`config.mk`:
```
export PLATFORM = sky130hd
export DESIGN_NAME = fifo_flagged_flat
export DESIGN_NICKNAME = d
export VERILOG_FILES = /design/src/rtl/fifo_pkg.sv /design/src/rtl/fifo_flagged_if.sv /design/src/rtl/fifo_ram.sv /design/src/rtl/fifo_flagged.sv /design/src/flat_wrapper.sv
export SDC_FILE = /design/constraint.sdc
export NUM_CORES = 1
export LEC_CHECK = 0
export ABC_AREA = 1
export BUFFER_PORTS_ARGS = -buffer_cell sky130_fd_sc_hd__buf_2
export CAP_MARGIN = 10
export CORE_MARGIN = 4
export CORE_UTILIZATION = 60
export DETAILED_ROUTE_END_ITERATION = 6
export GPL_ROUTABILITY_DRIVEN = 1
export HOLD_SLACK_MARGIN = 0.02
export PLACE_DENSITY_LB_ADDON = 0.15
export REMOVE_ABC_BUFFERS = 1
export SETUP_SLACK_MARGIN = 0.15
export SKIP_LAST_GASP = 1
export SLEW_MARGIN = 20
export SYNTH_ARGS = -nofsm -noshare
export SYNTH_HDL_FRONTEND = slang
export SYNTH_SLANG_ARGS = --single-unit
```
`constraint.sdc`:
```
create_clock -name clk -period 5.1 [get_ports clk]
set_input_delay 0.255 -clock clk [delete_from_list [all_inputs] [get_ports clk]]
set_output_delay 0.255 -clock clk [all_outputs]
set_load 0.05 [all_outputs]
```
`src/rtl/fifo_pkg.sv`:
```
// rtl/fifo_pkg.sv - shared depth helper and status-bit indices for fifo_flagged
package fifo_pkg;

    function automatic int depth_f(input int aw);
        return 1 << aw;
    endfunction

    // Bit positions of the status word, in the order scoreboards report them.
    typedef enum logic [2:0] {
        ST_FULL   = 3'd0,
        ST_AFULL  = 3'd1,
        ST_EMPTY  = 3'd2,
        ST_AEMPTY = 3'd3,
        ST_OVF    = 3'd4,
        ST_UNF    = 3'd5
    } status_idx_e;

    localparam int STATUS_W = 6;

endpackage

```
`src/rtl/fifo_flagged_if.sv`:
```
// rtl/fifo_flagged_if.sv - write/read handshake and status bundle for fifo_flagged
interface fifo_flagged_if #(
    parameter int ADDR_WIDTH = 3,
    parameter int DATA_WIDTH = 8
);
    logic                  clr;
    logic                  wr_en;
    logic [DATA_WIDTH-1:0] wdata;
    logic                  full;
    logic                  almost_full;
    logic                  rd_en;
    logic [DATA_WIDTH-1:0] rdata;
    logic                  empty;
    logic                  almost_empty;
    logic [ADDR_WIDTH:0]   count;
    logic                  overflow;
    logic                  underflow;

    modport master (
        output clr, wr_en, wdata, rd_en,
        input  full, almost_full, rdata, empty, almost_empty, count, overflow, underflow
    );

    modport slave (
        input  clr, wr_en, wdata, rd_en,
        output full, almost_full, rdata, empty, almost_empty, count, overflow, underflow
    );
endinterface

```
`src/rtl/fifo_ram.sv`:
```
// rtl/fifo_ram.sv - DEPTH x DATA_WIDTH register file, sync write, async read
module fifo_ram #(
    parameter int ADDR_WIDTH = 3,
    parameter int DATA_WIDTH = 8
) (
    input  logic                  clk,
    input  logic                  we,
    input  logic [ADDR_WIDTH-1:0] waddr,
    input  logic [DATA_WIDTH-1:0] wdata,
    input  logic [ADDR_WIDTH-1:0] raddr,
    output logic [DATA_WIDTH-1:0] rdata
);
    logic [DATA_WIDTH-1:0] mem [2**ADDR_WIDTH];

    // Storage is deliberately unreset; occupancy tracking makes stale words unreachable.
    always_ff @(posedge clk) begin
        if (we) begin
            mem[waddr] <= wdata;
        end
    end

    assign rdata = mem[raddr];
endmodule

```
`src/rtl/fifo_flagged.sv`:
```
// rtl/fifo_flagged.sv - synchronous FIFO with count, thresholds, sticky errors, flush; FIFO_FWFT_EN selects fall-through read
module fifo_flagged
    import fifo_pkg::*;
#(
    parameter int ADDR_WIDTH    = 3,
    parameter int DATA_WIDTH    = 8,
    parameter int AFULL_THRESH  = 6,
    parameter int AEMPTY_THRESH = 2
) (
    input  logic           clk,
    input  logic           reset,
    fifo_flagged_if.slave  bus
);
    localparam int DEPTH = depth_f(ADDR_WIDTH);
    localparam int CW    = ADDR_WIDTH + 1;

    localparam logic [CW-1:0] DEPTH_C  = CW'(DEPTH);
    localparam logic [CW-1:0] AFULL_C  = CW'(AFULL_THRESH);
    localparam logic [CW-1:0] AEMPTY_C = CW'(AEMPTY_THRESH);

    if (ADDR_WIDTH < 1) begin : g_bad_aw
        $error("fifo_flagged: ADDR_WIDTH must be at least 1");
    end
    if (AFULL_THRESH < 1 || AFULL_THRESH > DEPTH) begin : g_bad_afull
        $error("fifo_flagged: AFULL_THRESH must lie in 1..DEPTH");
    end
    if (AEMPTY_THRESH < 0 || AEMPTY_THRESH > DEPTH - 1) begin : g_bad_aempty
        $error("fifo_flagged: AEMPTY_THRESH must lie in 0..DEPTH-1");
    end

    logic [CW-1:0]         wr_ptr;
    logic [CW-1:0]         rd_ptr;
    logic [CW-1:0]         count_q;
    logic                  ovf_q;
    logic                  unf_q;
    logic                  full;
    logic                  empty;
    logic                  wr_acc;
    logic                  rd_acc;
    logic [DATA_WIDTH-1:0] ram_rdata;

    assign full   = (count_q == DEPTH_C);
    assign empty  = (count_q == '0);
    assign wr_acc = bus.wr_en & ~full;
    assign rd_acc = bus.rd_en & ~empty;

    fifo_ram #(
        .ADDR_WIDTH (ADDR_WIDTH),
        .DATA_WIDTH (DATA_WIDTH)
    ) u_ram (
        .clk   (clk),
        .we    (wr_acc & ~bus.clr),
        .waddr (wr_ptr[ADDR_WIDTH-1:0]),
        .wdata (bus.wdata),
        .raddr (rd_ptr[ADDR_WIDTH-1:0]),
        .rdata (ram_rdata)
    );

    // Flush wins over any same-cycle traffic; memory contents are left in place.
    always_ff @(posedge clk or posedge reset) begin
        if (reset) begin
            wr_ptr  <= '0;
            rd_ptr  <= '0;
            count_q <= '0;
            ovf_q   <= 1'b0;
            unf_q   <= 1'b0;
        end else if (bus.clr) begin
            wr_ptr  <= '0;
            rd_ptr  <= '0;
            count_q <= '0;
            ovf_q   <= 1'b0;
            unf_q   <= 1'b0;
        end else begin
            if (wr_acc) begin
                wr_ptr <= wr_ptr + CW'(1);
            end
            if (rd_acc) begin
                rd_ptr <= rd_ptr + CW'(1);
            end
            case ({wr_acc, rd_acc})
                2'b10:   count_q <= count_q + CW'(1);
                2'b01:   count_q <= count_q - CW'(1);
                default: count_q <= count_q;
            endcase
            if (bus.wr_en && full) begin
                ovf_q <= 1'b1;
            end
            if (bus.rd_en && empty) begin
                unf_q <= 1'b1;
            end
        end
    end

`ifdef FIFO_FWFT_EN
    // Head word is presented as soon as it is stored; rd_en only advances the pointer.
    assign bus.rdata = empty ? '0 : ram_rdata;
`else
    logic [DATA_WIDTH-1:0] rdata_q;

    always_ff @(posedge clk or posedge reset) begin
        if (reset) begin
            rdata_q <= '0;
        end else if (rd_acc && !bus.clr) begin
            rdata_q <= ram_rdata;
        end
    end

    assign bus.rdata = rdata_q;
`endif

    assign bus.full         = full;
    assign bus.empty        = empty;
    assign bus.almost_full  = (count_q >= AFULL_C);
    assign bus.almost_empty = (count_q <= AEMPTY_C);
    assign bus.count        = count_q;
    assign bus.overflow     = ovf_q;
    assign bus.underflow    = unf_q;
endmodule

```
`src/flat_wrapper.sv`:
```
// flat-port wrapper written by rule: the top's interface ports become plain ports
module fifo_flagged_flat import fifo_pkg::*;
#(
    parameter int ADDR_WIDTH    = 3,
    parameter int DATA_WIDTH    = 8,
    parameter int AFULL_THRESH  = 6,
    parameter int AEMPTY_THRESH = 2
)
  (clk, reset, bus_clr, bus_wr_en, bus_wdata, bus_rd_en, bus_full, bus_almost_full, bus_rdata, bus_empty, bus_almost_empty, bus_count, bus_overflow, bus_underflow);
  fifo_flagged_if #(.ADDR_WIDTH(ADDR_WIDTH), .DATA_WIDTH(DATA_WIDTH)) bus_i ();
  input  logic clk;
  input  logic reset;
  input wire logic [$bits(bus_i.clr)-1:0] bus_clr;
  input wire logic [$bits(bus_i.wr_en)-1:0] bus_wr_en;
  input wire logic [$bits(bus_i.wdata)-1:0] bus_wdata;
  input wire logic [$bits(bus_i.rd_en)-1:0] bus_rd_en;
  output wire logic [$bits(bus_i.full)-1:0] bus_full;
  output wire logic [$bits(bus_i.almost_full)-1:0] bus_almost_full;
  output wire logic [$bits(bus_i.rdata)-1:0] bus_rdata;
  output wire logic [$bits(bus_i.empty)-1:0] bus_empty;
  output wire logic [$bits(bus_i.almost_empty)-1:0] bus_almost_empty;
  output wire logic [$bits(bus_i.count)-1:0] bus_count;
  output wire logic [$bits(bus_i.overflow)-1:0] bus_overflow;
  output wire logic [$bits(bus_i.underflow)-1:0] bus_underflow;
  assign bus_i.clr = bus_clr;
  assign bus_i.wr_en = bus_wr_en;
  assign bus_i.wdata = bus_wdata;
  assign bus_i.rd_en = bus_rd_en;
  assign bus_full = bus_i.full;
  assign bus_almost_full = bus_i.almost_full;
  assign bus_rdata = bus_i.rdata;
  assign bus_empty = bus_i.empty;
  assign bus_almost_empty = bus_i.almost_empty;
  assign bus_count = bus_i.count;
  assign bus_overflow = bus_i.overflow;
  assign bus_underflow = bus_i.underflow;
  fifo_flagged #(.ADDR_WIDTH(ADDR_WIDTH), .DATA_WIDTH(DATA_WIDTH), .AFULL_THRESH(AFULL_THRESH), .AEMPTY_THRESH(AEMPTY_THRESH)) u_core (.clk(clk), .reset(reset), .bus(bus_i));
endmodule
```
# After elaboration in Yosys (flattened, before gate mapping)
# Memory sizes are Yosys's and may differ from the RTL's. A register that Yosys moved wholly into a read port is not among the register bits.
# Index checks and enable logic that the tools add are counted.
# totals
register_bits	14
ram_bits	64
input_bits	13
output_inout_bits	18
n_memories	1
# mem_list
memory	depth	word_bits	read_ports	rd_clocked_by_memory_dff	write_ports	line_no	rtl
u_core.u_ram.mem	8	8	1	1	1	fifo_ram.sv:13	logic [DATA_WIDTH-1:0] mem [2**ADDR_WIDTH];
# classes
add_sub_neg	4
magnitude_cmp	2
n_eq_ne	3
n_mux	12
bitwise_logic	6
n_reduce_logical	10
# ops
op	n
4-bit two-way mux	5
4-bit by 1-bit adder with 4-bit output (second input constant)	3
4-bit one-hot mux with 2 select lines	1
2-bit nonzero test	4
1-bit two-way mux	6
4-bit equality test (second input constant)	1
4-bit by 3-bit >= comparator with 1-bit output (second input constant)	1
4-bit by 2-bit less-or-equal comparator with 1-bit output (second input constant)	1
4-bit logical NOT	1
4-bit by 1-bit subtractor with 4-bit output (second input constant)	1
1-bit AND	3
1-bit logical AND	3
1-bit inverter	3
3-bit nonzero test	1
2-bit by 1-bit equality test with 1-bit output (second input constant)	1
2-bit equality test (second input constant)	1
1-bit logical NOT	1

# Depth between registers and ports, before layout
# Gate-level depths: netlist of the first run.
# logic_depth
ltp_word	6
depth_mapped	14

# Cells and area by module
# Synthesis of the first run repeated with hierarchy kept, for this count alone.
# unflattened
cells_unflattened	425
area_unflattened_um2	3930.0
# by_module_without_submodules
module	instances	cells_per_inst	area_per_inst_um2	seq_area_each_um2
fifo_ram	1	295	2890.3	1921.8
fifo_flagged	1	130	1039.7	500.5

# Worst setup path after synthesis of the first run
# Ideal clock, no wire load.
# synth_path
path_type	reg2out
start	reg u_core.count_q[1] (netlist: u_core.bus.count[1])
end	out bus_almost_full
arrival_time_ns	1.967
setup_slack_ns	2.878
stages_incl_launch_ff	3
n_path_buf	0
path_cell_list	dfrtp_1 inv_1 o21ai_0
# synth_between
elab_chain_cells	1
# synth_rtl
element	line_no	rtl
start: declaration	fifo_flagged.sv:33	logic [CW-1:0] count_q;
start signal: assignment	fifo_flagged.sv:81	2'b10: count_q <= count_q + CW'(1);
start signal: assignment	fifo_flagged.sv:82	2'b01: count_q <= count_q - CW'(1);
start signal: assignment	fifo_flagged.sv:83	default: count_q <= count_q;
4-bit by 3-bit >= comparator with 1-bit output	fifo_flagged.sv:113	assign bus.almost_full = (count_q >= AFULL_C);
end: declaration	flat_wrapper.sv:18	output wire logic [$bits(bus_i.almost_full)-1:0] bus_almost_full;
# Every way passes these cells.

==> impl_metrics.env, run 1 <==
export IMPL_synth_cell_types=24
export IMPL_slowest_delay_ns=0.98
export IMPL_setup_slack_ns=2.809
export IMPL_ir_drop_mv=0.3419
export IMPL_area_delta_synth_final_pct=11.62
export IMPL_setup_viol=0
export IMPL_synth_area_per_cell_um2=11.75
export IMPL_dp_slack_ns=2.847
export IMPL_tns_ns=0
export IMPL_hold_violations=0
export IMPL_status="finished, final reports clean"
export IMPL_die_width_um=84.26
export IMPL_hold_buffers=0
export IMPL_hpwlAfterDp_um=5277
export IMPL_crit_type="reg -> reg"
export IMPL_antenna_cells=0
export IMPL_cts_resized=0
export IMPL_cts_num_sinks=84
export IMPL_vias=2387
export IMPL_slew_headroom=0.3621
export IMPL_rrSetupSlack_ns=2.81
export IMPL_layout_drive_gt1_share=0.1826
export IMPL_wl_per_cell_um=18.66
export IMPL_place_inst=390
export IMPL_cp_max_fo=34
export IMPL_yosysSeqAreaShare=0.6942
export IMPL_die_y_um=84.26
export IMPL_startpoint_type="flip-flop"
export IMPL_tightest_slew_ns=0.9568
export IMPL_vias_per_cell=5.879
export IMPL_rows=27
export IMPL_grt_pass1_vias=2297
export IMPL_drtPass1Iterations=5
export IMPL_initial_core_util=0.6260
export IMPL_cp_cell_sequence="inv_2, o21ai_0, o22ai_1, o211ai_1, nand2_1"
export IMPL_p_leak_nw=1.548
export IMPL_yosysWarningCount=0
export IMPL_core_um2=5574
export IMPL_grt_usage=0.2276
export IMPL_post_cts_buffers=0
export IMPL_clockRootBuffer="clkbuf_8"
export IMPL_synthesis_area_um2=3490
export IMPL_final_cell_mix="64 x edfxtp_1, 45 x nor2_1, 42 x nand2_1"
export IMPL_grt_max_degree=35
export IMPL_gp_congestion=0.8697
export IMPL_final_common_cell="edfxtp_1"
export IMPL_initialDrtViolationCount=340
export IMPL_nFillCells=417
export IMPL_hold_path_class="in -> async"
export IMPL_fmax_mhz=436.5
export IMPL_clk_transition_reported_paths_ns=0.08
export IMPL_num_io_pins=31
export IMPL_wl_um=7575
export IMPL_final_cells=406
export IMPL_clk_latency_ns=0.35
export IMPL_power_density_nw_per_um2=524.3
export IMPL_portBuffers=30
export IMPL_end_kind="flip-flop"
export IMPL_antenna_found_initial=0
export IMPL_fin_crit_sh=0.4492
export IMPL_drc=0
export IMPL_slowest_stage="dfrtp_1"
export IMPL_clock_skew_ns=0.008406
export IMPL_rsz0062_at_grt="false"
export IMPL_crit_required_ns=5.33
export IMPL_htreeDepth=3
export IMPL_drv_slew=0
export IMPL_layout_nets=346
export IMPL_synth_seq_cells=84
export IMPL_cts_buffers_inserted=9
export IMPL_ant_nets=0
export IMPL_overflow=0
export IMPL_die_area_um2=7100
export IMPL_final_min_clock_period_ns=2.291
export IMPL_synth_cells=297
export IMPL_clockBufferDepth=2
export IMPL_cts_tree="yes"
export IMPL_max_cap_violations=0
export IMPL_cp_arrival_ns=2.52
export IMPL_grt_first_pass_wirelength_um=12080
==> routing by layer <==
| layer | global-route usage | vias to the layer above | share of wire |
|---|---|---|---|
| li1 | - | 1113 | - |
| met1 | 0.3192 | 1148 | 0.44 |
| met2 | 0.3494 | 109 | 0.47 |
| met3 | 0.03827 | 17 | 0.071 |
| met4 | 0.1067 | 0 | 0.023 |
| met5 | 0 | - | 0 |
==> metrics by stage <==
step	instance area [um^2]	hold slack [ns]	total power, W	utilization
global placement	3696	0.4237	0.001572	0.6631
global route	3895	0.08976	0.002149	0.6988
floorplan	3456	0.2188	0.001402	-
CTS	3895	0.03938	0.002048	0.6988
detailed placement	3696	0.4328	0.001588	0.6631
finish	3895	0.02304	0.002042	0.6988
==> layout make-up <==
type                       instances  area (um^2)  area share
clock inverter                     7        75.07     0.01927
tap                               72        90.09     0.02313
clock buffer                       9        123.9     0.03180
multi-input combinational        180        943.4      0.2422
timing repair buffer              30        150.1     0.03855
inverter                          24        90.09     0.02313
sequential                        84         2422      0.6219
==> synthesized netlist by cell type <==
master | instances | share of area
a21oi_1 | 3 | 0.0043
a21oi_4 | 1 | 0.0047
clkbuf_1 | 9 | 0.0097
clkinv_1 | 2 | 0.0022
dfrtp_1 | 20 | 0.14
edfxtp_1 | 64 | 0.55
ha_1 | 4 | 0.014
inv_1 | 19 | 0.020
inv_2 | 3 | 0.0032
nand2_1 | 42 | 0.045
nand2_2 | 5 | 0.0090
nand2_4 | 3 | 0.0097
nand3_1 | 3 | 0.0043
nand3_2 | 2 | 0.0057
nand3b_1 | 1 | 0.0022
nor2_1 | 45 | 0.048
nor2_2 | 2 | 0.0036
o211ai_1 | 8 | 0.017
o21a_1 | 2 | 0.0043
o21ai_0 | 35 | 0.050
o21ai_1 | 6 | 0.0086
o221ai_1 | 8 | 0.020
o22ai_1 | 9 | 0.016
xor2_1 | 1 | 0.0025
==> critical path: cells and delay by family (launching register included) <==
family	cells	cell delay [ns]
buf+inv	1	0.45
compound gates	3	0.64
simple gates	1	0.08
flops	1	0.98
==> report_power, final <==
part / total, W / switching (W) / internal [W]
Clock: 0.000467 / 0.000239 / 0.000228
Combinational: 0.000686 / 0.000509 / 0.000177
Sequential: 0.000889 / 0.0000851 / 0.000804
==> registers in the layout (all words and copies together) (netlist names) <==
| register | flops |
|---|---|
| u_core.u_ram.mem | 64 |
| u_core.bus.rdata | 8 |
| u_core.bus.count | 4 |
| u_core.rd_ptr | 3 |
| u_core.wr_ptr | 3 |
| u_core.bus.overflow | 1 |
| u_core.bus.underflow | 1 |
==> kinds of logic after synthesis <==
kind of cell             Yosys count  share of synthesized area
buffers and inverters             33                    0.03550
adder cells (fa/ha/maj)            4                    0.01434
XOR/XNOR                           1                   0.002510
flip-flops                        84                     0.6942
AND/OR/NAND/NOR                  103                     0.1280
AO/OA/AOI/OAI                     72                     0.1255
==> path summary, 6_finish.rpt <==
| kind | from | to | cells past startpoint |
|---|---|---|---|
| max | u_core.rd_ptr[0] | u_core.bus.rdata[6] | 5 |
| min | reset | u_core.bus.rdata[0] | 2 |
| max reg2reg | u_core.rd_ptr[0] | u_core.bus.rdata[6] | 5 |
| min reg2reg | u_core.bus.rdata[7] | u_core.bus.rdata[7] | 2 |
| max in group asynchronous | reset | u_core.wr_ptr[0] | 2 |
| min in group clk | bus_clr | u_core.bus.overflow | 2 |
Note: power is estimated with default switching activity, not from simulation.
==> inputs of run 2 (changes only) <==
ABC_AREA = 0   (was 1)
CORE_UTILIZATION = 58   (was 60)
clock period = 2.2 ns   (was 5.1 ns; I/O delays follow)
==> run 2 against run 1 <==
Via count decreased by 18%. Highest routed layer unchanged. Largest cell class unchanged. Setup slack got worse by 2.7 ns. Core utilization decreased by 0.62 points. Die area increased by 3.8%. Hold slack improved by 0.010 ns.
==> impl_metrics.env, run 2 <==
export IMPL_status="finished, final reports clean"
export IMPL_cp_arrival_ns=2.37
export IMPL_slew_headroom=0.4144
export IMPL_final_cell_mix="64 x edfxtp_1, 30 x buf_2, 20 x nor2_1, 20 x dfrtp_1, 16 x mux4_2"
export IMPL_layout_nets=278
export IMPL_hold_path_class="in -> reg"
export IMPL_overflow=0
export IMPL_yosysSeqAreaShare=0.6890
export IMPL_synth_area_per_cell_um2=16.35
export IMPL_layout_drive_gt1_share=0.3308
export IMPL_synth_adder_area_share=0.01423
export IMPL_p_leak_nw=1.456
export IMPL_worstRegToRegCells=8
export IMPL_core_um2=5886
export IMPL_initialDrtViolationCount=108
export IMPL_p_int_w=0.003091
export IMPL_grt_use_met1=0.2732
export IMPL_min_path_cells=1
export IMPL_initial_core_util=0.5974
export IMPL_ir_drop_mv=0.8486
export IMPL_vias_per_cell=5.724
export IMPL_cts_num_sinks=84
export IMPL_clockRootBuffer="clkbuf_8"
export IMPL_clock_skew_ns=0.01227
export IMPL_synth_compound_area_frac=0.06014
export IMPL_synth_area_leaders="edfxtp_1 55%, dfrtp_1 14%, mux4_2 10%"
export IMPL_portBuffers=30
export IMPL_gp_congestion=0.7763
export IMPL_die_y_um=85.86
export IMPL_max_cap_violations=0
export IMPL_p_comb_frac=0.381
export IMPL_hpwlAfterDp_um=4202
export IMPL_end_kind="flip-flop"
export IMPL_synth_top_family_by_area="multiplexers"
export IMPL_post_cts_buffers=0
export IMPL_htreeDepth=3
export IMPL_drtPass1Iterations=4
export IMPL_grt_pass1_vias=2003
export IMPL_clockBufferDepth=2
export IMPL_drc=0
export IMPL_cts_tree="yes"
export IMPL_synthesis_area_um2=3516
export IMPL_final_cell_area_um2=4076
export IMPL_power_density_nw_per_um2=1214
export IMPL_rrSetupSlack_ns=0.08
export IMPL_fin_crit_sh=0.9636
export IMPL_grt_usage=0.1964
export IMPL_post_synth_top_count_cell="edfxtp_1"
export IMPL_vias=1952
export IMPL_place_inst=322
export IMPL_largest_register_ffs=64
export IMPL_setup_viol=0
export IMPL_cp_max_fo=4
export IMPL_switchingPower_w=0.001858
export IMPL_hold_violations=0
export IMPL_swShare=0.3755
export IMPL_rows=28
export IMPL_synthXorXnorAreaFrac=0.01495
export IMPL_crit_type="reg -> reg"
export IMPL_synth_simple_area_share=0.06619
export IMPL_synth_common_cells="64 x edfxtp_1, 25 x nor2_1, 20 x dfrtp_1, 16 x mux4_2, 13 x a21oi_1"
export IMPL_area_delta_synth_final_pct=15.94
export IMPL_clk_latency_ns=0.35
export IMPL_synth_seq_cells=84
export IMPL_wl_um=6592
export IMPL_antenna_cells=0
export IMPL_rsz0062_at_grt="true"
export IMPL_grt_busiest_layer="met2"
export IMPL_regMostFlops="u_core.u_ram.mem"
export IMPL_clk_transition_reported_paths_ns=0.09
export IMPL_fmax_mhz=471.7
export IMPL_antenna_found_initial=0
export IMPL_synth_edf_count=64
export IMPL_num_io_pins=31
export IMPL_seqPwrFrac=0.400
export IMPL_tightest_slew_ns=0.8774
export IMPL_wl_per_cell_um=19.33
export IMPL_grt_first_pass_wirelength_um=10600
export IMPL_synth_top_area_cell="edfxtp_1"
export IMPL_startpoint_type="flip-flop"
export IMPL_crit_required_ns=2.46
export IMPL_yosysWarningCount=0
export IMPL_final_cells=341
export IMPL_muxShareOfSynthArea=0.1310
export IMPL_synth_cell_types=38
export IMPL_die_area_um2=7371
export IMPL_ant_nets=0
export IMPL_synthFlopType="edfxtp_1"
export IMPL_synth_cells=215
export IMPL_final_common_cell="edfxtp_1"
export IMPL_nFillCells=422
export IMPL_slowest_stage="o41a_1"
export IMPL_cts_buffers_inserted=9
export IMPL_power_share_clock=0.220
export IMPL_async_reset_ff_frac=0.2381
export IMPL_grt_util_met2=0.3100
export IMPL_slowest_delay_ns=0.45
export IMPL_die_width_um=85.86
export IMPL_yosys_area_top_type_share=0.5466
export IMPL_setup_slack_ns=0.08007
export IMPL_dp_slack_ns=0.03845
export IMPL_grt_util_met3=0.03554
export IMPL_grt_max_degree=21
export IMPL_drv_slew=0
export IMPL_cp_cell_sequence="o41a_1, nand2b_1, inv_1, ha_4, o21ai_0, a2111oi_2, a311oi_2, o221ai_1"
export IMPL_final_min_clock_period_ns=2.120
export IMPL_placed_cell_area_um2=3805
==> run 2: cell types whose count changed in the layout (fill, tap and decap cells not counted), moves of 7 or more <==
| cell | delta |
|---|---|
| a21oi_1 | +10 |
| buf_4 | +15 |
| inv_1 | -14 |
| mux2i_1 | +10 |
| mux4_2 | +16 |
| nand2_1 | -36 |
| nor2_1 | -25 |
| o211ai_1 | -8 |
| o21ai_0 | -33 |
| o221ai_1 | -7 |
| o22ai_1 | -9 |
==> run 2: through the flow <==
stage / util / TNS (ns) / hold slack [ns] / total power (W)
6_report: 0.6926 / 0 / 0.03335 / 0.004950
5_1_grt: 0.6926 / 0 / 0.02476 / 0.005221
4_1_cts: 0.6877 / 0 / 0.02169 / 0.004941
3_5_place_dp: 0.6465 / 0 / 0.3265 / 0.003846
3_3_place_gp: 0.6465 / 0 / 0.3155 / 0.003818
2_1_floorplan: - / -7.856 / 0.07383 / 0.003345
==> run 2: worst paths after layout <==
kind,end,startpoint
min in group asynchronous,u_core.bus.rdata[0],reset
worst max-delay path,u_core.bus.count[3],u_core.bus.count[0]
worst min register to register,u_core.bus.underflow,u_core.bus.underflow
max in group asynchronous,u_core.bus.underflow,reset
worst min-delay path,u_core.u_ram.mem[7][7],bus_wdata[7]
worst max register to register,u_core.bus.count[3],u_core.bus.count[0]
==> run 2: layer usage <==
layer | vias to the layer above | share of wire | wire, um
met1 | 983 | 0.44 | 2873
met3 | 7 | 0.051 | 335
met2 | 43 | 0.50 | 3301
met4 | 0 | 0.012 | 80
li1 | 919 | - | -
met5 | - | 0 | 0
==> run 2: layout make-up <==
cell class / instances / area [um^2] / area share
multi-input combinational: 113 / 1051 / 0.2578
inverter: 5 / 18.77 / 0.004604
timing repair buffer: 48 / 292.8 / 0.07182
clock buffer: 10 / 127.6 / 0.03131
tap: 75 / 93.84 / 0.02302
clock inverter: 6 / 70.07 / 0.01719
sequential: 84 / 2422 / 0.5942
==> run 2: kinds of logic after synthesis <==
logic type	after synthesis
xor gates and xnor gates	6
AOI/OAI and AO/OA	27
DFF	84
muxes	26
adders and majority gates	4
and+or+nand+nor	50
buffers and inverters	18
==> run 2: critical path: cells and delay by family (launching register included) <==
kind | cells | cell delay (ns)
compound gates | 5 | 1.15
flops | 1 | 0.43
simple gates | 1 | 0.10
buf+inv | 1 | 0.07
fa+ha+maj | 1 | 0.28
==> run 2: power by group through the flow <==
| stage | Clock (W) | Combinational, W | Sequential [W] |
|---|---|---|---|
| 6_report | 0.00109 | 0.00188 | 0.00198 |
| 3_3_place_gp | 0 | 0.00182 | 0.00200 |
| 5_1_grt | 0.00119 | 0.00204 | 0.00200 |
| 3_5_place_dp | 0 | 0.00184 | 0.00201 |
| 2_1_floorplan | 0 | 0.000844 | 0.00250 |
| 4_1_cts | 0.00111 | 0.00186 | 0.00198 |
==> run 2: repair_timing <==
action / 4_1_cts / 5_1_grt
hold buffers: 3 / 0
gates resized for setup: 5 / 4
pin swaps: 2 / 0
endpoints found under the setup margin: 25 / 25
endpoints found under the hold margin: 29 / 0
